--- config.mk ---
export PLATFORM = sky130hd
export DESIGN_NAME = riscv_fetch_unit
export DESIGN_NICKNAME = d
export VERILOG_FILES = /design/src/rtl/riscv_fetch_unit.sv
export SDC_FILE = /design/constraint.sdc
export NUM_CORES = 1
export LEC_CHECK = 0
export CORE_UTILIZATION = 55
export CTS_CLUSTER_DIAMETER = 100
export DETAILED_ROUTE_END_ITERATION = 10
export PLACE_DENSITY = 0.88
export SLEW_MARGIN = 20
export SYNTH_ARGS = -nofsm -noshare
export SYNTH_HDL_FRONTEND = slang
export SYNTH_SLANG_ARGS = --single-unit
--- constraint.sdc ---
create_clock -name clk -period 9.41 [get_ports clk]
set_clock_uncertainty 0.1 [all_clocks]
set_input_delay 1.882 -clock clk [delete_from_list [all_inputs] [get_ports clk]]
set_output_delay 1.882 -clock clk [all_outputs]
set_load 0.1 [all_outputs]
--- src/rtl/riscv_fetch_unit.sv ---
// Instruction-fetch front end: PC generator, pipelined imem read port, in-order instruction queue to ID.
// Optional performance counters are enabled with `define FETCH_PERF_CNT_EN.
module riscv_fetch_unit #(
    parameter int              XLEN            = 32,
    parameter logic [XLEN-1:0] PC_INITIAL      = XLEN'(32'h0040_0000),
    parameter int              FETCH_DEPTH     = 4,
    parameter int              MAX_OUTSTANDING = 2
) (
    input  logic            clk,
    input  logic            rst,
    output logic            imem_req,
    output logic [XLEN-1:0] imem_addr,
    input  logic            imem_gnt,
    input  logic            imem_rvalid,
    input  logic [31:0]     imem_rdata,
    output logic            id_valid,
    output logic [31:0]     id_instr,
    output logic [XLEN-1:0] id_pc,
    input  logic            id_ready,
`ifdef FETCH_PERF_CNT_EN
    output logic [31:0]     perf_fetched,
    output logic [31:0]     perf_flushed,
    output logic [31:0]     perf_dropped,
`endif
    input  logic            redirect_valid,
    input  logic [XLEN-1:0] redirect_pc
);

    localparam int AW = $clog2(FETCH_DEPTH);
    localparam int CW = AW + 1;
    localparam int OW = $clog2(MAX_OUTSTANDING + 1);

    logic [XLEN-1:0] pc_q, resp_pc;
    logic [AW-1:0]   wr_ptr, rd_ptr;
    logic [CW-1:0]   count;
    logic [OW-1:0]   outstanding, discard;

    logic [XLEN-1:0] q_pc    [FETCH_DEPTH];
    logic [31:0]     q_instr [FETCH_DEPTH];

    logic            resp_ok, push, pop, issue;
    logic [31:0]     in_use;
    logic [XLEN-1:0] target;
    logic            unused_pc_bits;

    assign target         = {redirect_pc[XLEN-1:2], 2'b00};
    assign unused_pc_bits = ^redirect_pc[1:0];

    // Queue slots already spoken for: occupied entries plus live (non-discarded) reads in flight.
    assign in_use    = 32'(count) + 32'(outstanding) - 32'(discard);
    assign imem_req  = rst && !redirect_valid && (in_use < 32'(FETCH_DEPTH))
                       && (32'(outstanding) < 32'(MAX_OUTSTANDING));
    assign imem_addr = pc_q;
    assign issue     = imem_req && imem_gnt;

    // A response with nothing outstanding is a protocol fault and is ignored.
    assign resp_ok   = imem_rvalid && (outstanding != '0);
    assign push      = rst && resp_ok && (discard == '0) && !redirect_valid;

    assign id_valid  = (count != '0) && !redirect_valid;
    assign pop       = id_valid && id_ready;
    assign id_instr  = (count != '0) ? q_instr[rd_ptr] : '0;
    assign id_pc     = (count != '0) ? q_pc[rd_ptr]    : '0;

    always_ff @(posedge clk) begin
        if (push) begin
            q_pc[wr_ptr]    <= resp_pc;
            q_instr[wr_ptr] <= imem_rdata;
        end
    end

    always_ff @(posedge clk) begin
        if (!rst) begin
            pc_q        <= PC_INITIAL;
            resp_pc     <= PC_INITIAL;
            wr_ptr      <= '0;
            rd_ptr      <= '0;
            count       <= '0;
            outstanding <= '0;
            discard     <= '0;
        end else if (redirect_valid) begin
            // Every read still in flight after this cycle belongs to the old path.
            pc_q        <= target;
            resp_pc     <= target;
            wr_ptr      <= '0;
            rd_ptr      <= '0;
            count       <= '0;
            outstanding <= outstanding - OW'(resp_ok);
            discard     <= outstanding - OW'(resp_ok);
        end else begin
            if (issue)
                pc_q <= pc_q + XLEN'(4);
            outstanding <= outstanding + OW'(issue) - OW'(resp_ok);
            if (resp_ok && discard != '0)
                discard <= discard - OW'(1);
            if (push) begin
                wr_ptr  <= wr_ptr + AW'(1);
                resp_pc <= resp_pc + XLEN'(4);
            end
            if (pop)
                rd_ptr <= rd_ptr + AW'(1);
            count <= count + CW'(push) - CW'(pop);
        end
    end

`ifdef FETCH_PERF_CNT_EN
    always_ff @(posedge clk) begin
        if (!rst) begin
            perf_fetched <= '0;
            perf_flushed <= '0;
            perf_dropped <= '0;
        end else begin
            perf_fetched <= perf_fetched + 32'(push);
            perf_flushed <= perf_flushed + 32'(redirect_valid);
            perf_dropped <= perf_dropped + 32'(resp_ok && (redirect_valid || discard != '0));
        end
    end
`endif

endmodule

==> flow_metrics.tcl <==
set metrics [dict create \
    synthFlopType "edfxtp_1" \
    use_met3 0.0419 \
    initial_utilization 0.566 \
    hp-class "flip-flop to flip-flop" \
    clock_latency_ns 0.56 \
    yosysTopAreaCell "edfxtp_1" \
    async_flop_share 0 \
    row_count 56 \
    hpwl_mm 17.3 \
    cts_setup_buffers 0 \
    synth-adder-area-share 0.0179 \
    p_per_area_mw_per_mm2 196 \
    ys_warn_count 0 \
    synthMuxAreaShare 0.108 \
    syn-cell-area_sq_mm 0.0134 \
    drive_above_1_share 0.121 \
    finalHoldViolCount 0 \
    synth_common_cells "248 x edfxtp_1, 73 x dfxtp_1, 64 x nor2b_1, 62 x mux4_2, 44 x nand2_1" \
    grt_use_total 0.223 \
    diodes 0 \
    coreArea_sq_mm 0.0238 \
    synthSimpleGateAreaFrac 0.102 \
    grt_pass1_wl_mm 42.8 \
    cp_slowest_stage_delay_ns 1.14 \
    sw_frac_of_total 0.249 \
    routed_wl_mm 27.8 \
    worst_pin_slew_ns 1.10 \
    required_ns 7.43 \
    post_cts_resize_count 0 \
    synth-compound-area-share 0.0609 \
    crit_arrival_ns 4.77 \
    worstSetupEndpointType "primary output" \
    drtPass1Iterations 6 \
    routed_via_density 5.92 \
    critical_path_class "input pin to primary output" \
    die_x_um 158 \
    holdBufCountCts 0 \
    met2_usage 0.368 \
    top_usage_layer "met2" \
    netlist.area_leader.share 0.554 \
    synth_edf_count 248 \
    drt-initial-drc-count 628 \
    peakVddDrop_mv 0.144 \
    timing.slew.headroom 0.264 \
    synthXorXnorAreaFrac 0.0247 \
    avgRoutedWirePerCell_um 20.0 \
    ys_top_cells_by_area "edfxtp_1 55%, dfxtp_1 11%, mux4_2 10%" \
    seqPwrFrac 0.506 \
    critical_path.slowest_cell "clkdlybuf4s50_1" \
    ant_nets 0 \
    cts-root-buf "clkbuf_16" \
    cts_htree_levels 1 \
    ff2ff_path_depth 14 \
    synth_top_family_by_area "multiplexers" \
    antenna_found_initial 0 \
    fmax_mhz 148 \
    status "finished, final reports clean" \
    tns_ns 0 \
    setup_violations 0 \
    cp_max_fo 45 \
    design_power_total_uw 3190 \
    drc 0 \
    p_int_uw 2400 \
    vias 8217 \
    rsz0062_at_grt "no" \
    hold_path_depth 2 \
    clk_pin_slew_ns 0.06 \
    cts_tree "done" \
    io_buffers 161 \
    path_cells "clkdlybuf4s50_1, buf_4, nand2b_1, a211oi_1, o21a_1, clkdlybuf4s50_1" \
    synth.distinct_cells 57 \
    ys_seq_area_frac 0.662 \
    drv_slew 0 \
    syn-instance-count 893 \
    post-synth-top-count-cell "edfxtp_1" \
    nets 1135 \
    pwr-share-comb 0.120 \
    worst_path_most_repeated_cell "clkdlybuf4s50_1" \
    syn_area_per_cell_sq_um 15.1 \
    area_growth_pct 21.3 \
    die_h_um 158 \
    fin_crit_sh 0.717 \
    synth_seq_cells 321 \
    period_needed_ns 6.75 \
    grt_overflow_total 0 \
    start_kind "input pin" \
    p_switching_uw 796 \
    grt_pass1_vias 8024 \
    io_pins 168 \
    dieArea_sq_mm 0.0251 \
    grt_use_met1 0.308 \
    cts_buffer_depth 3 \
    cts_buffers 31 \
    power.leakage_uw 0.00512 \
    cts.sinks 321 \
    fill_cells 1567 \
    gp_routability_congestion 0.841 \
    grt_max_degree 70 \
    max-cap-violations 0 \
    pwr-share-clk 0.374 \
]
==> sequential cells by signal (all words and copies together), names as in the netlist, named ones only <==
signal and flops:
q_instr 128, q_pc 120, imem_addr 30, resp_pc 30, count 3, discard 2, outstanding 2, rd_ptr 2
wr_ptr 2
==> cells in the final DEF, fill, tap and decap left out, types with 5 or more instances in the layout <==
cell	instances
nor4_1	18
clkbuf_1	8
nand2_1	44
a211oi_1	5
edfxtp_1	248
or3_1	11
xor2_1	6
ha_1	16
dfxtp_1	71
o21ai_0	42
nor2_1	19
and4_1	6
nor2b_1	64
clkdlybuf4s50_1	161
and3_1	5
xnor2_1	32
nor3_1	11
nand4_1	9
and2_1	5
nand3_1	22
a21oi_1	31
clkbuf_16	32
or4_1	7
inv_1	23
buf_4	10
mux4_2	62
a31oi_1	18
o31ai_1	7
==> critical path, delay by kind of cell <==
kind | cells | cell delay (ns)
buf+inv | 3 | 1.96
compound gates | 2 | 0.58
simple gates | 1 | 0.34
==> power groups by stage <==
stage / Combinational [uW] / Sequential [uW] / Clock, uW
4_1_cts: 385 / 1610 / 1210
3_5_place_dp: 383 / 1640 / 0
5_1_grt: 412 / 1620 / 1260
2_1_floorplan: 224 / 1690 / 0
6_report: 383 / 1610 / 1190
3_3_place_gp: 374 / 1640 / 0
==> kinds of logic after synthesis <==
kind of cell    Yosys count
compound gates          130
xor+xnor                 38
fa+ha+maj                18
buf+inv                  77
flops                   321
mux                      67
other cells               1
simple gates            241
==> routing by layer <==
metal,up-vias,wire (um)
met5,-,0
met4,0,427
met3,39,2220
met2,342,13200
met1,4096,11900
li1,3740,-
==> cell type report <==
| class | count | area [sq um] | share of cell area |
|---|---|---|---|
| flip-flops and latches | 321 | 8910 | 0.547 |
| multi-input cells | 498 | 4230 | 0.260 |
| repair buffers | 171 | 1690 | 0.103 |
| clock buffers | 43 | 872 | 0.0535 |
| well taps | 319 | 399 | 0.0245 |
| clock inverters | 12 | 110 | 0.00675 |
| inverters | 24 | 90.1 | 0.00552 |
==> path summary, 6_finish.rpt <==
| kind | startpoint | to | slack, ns |
|---|---|---|---|
| worst max-delay path | rst | imem_req | 2.66 |
| worst min-delay path | wr_ptr[0] | wr_ptr[0] | 0.40 |
| worst max register to register | outstanding[1] | outstanding[1] | 5.68 |
| worst min register to register | wr_ptr[0] | wr_ptr[0] | 0.40 |
==> through the flow <==
step	cells	setup slack, ns	hold slack (ns)	util	area (sq um)
floorplan	896	3.88	0.364	-	13500
global placement	1333	2.75	0.380	0.645	15300
detailed placement	1333	2.72	0.390	0.645	15300
CTS	1388	2.70	0.399	0.686	16300
global route	1388	2.51	0.425	0.686	16300
finish	1388	2.66	0.403	0.686	16300
No activity file was read; power rests on OpenSTA's default activity.
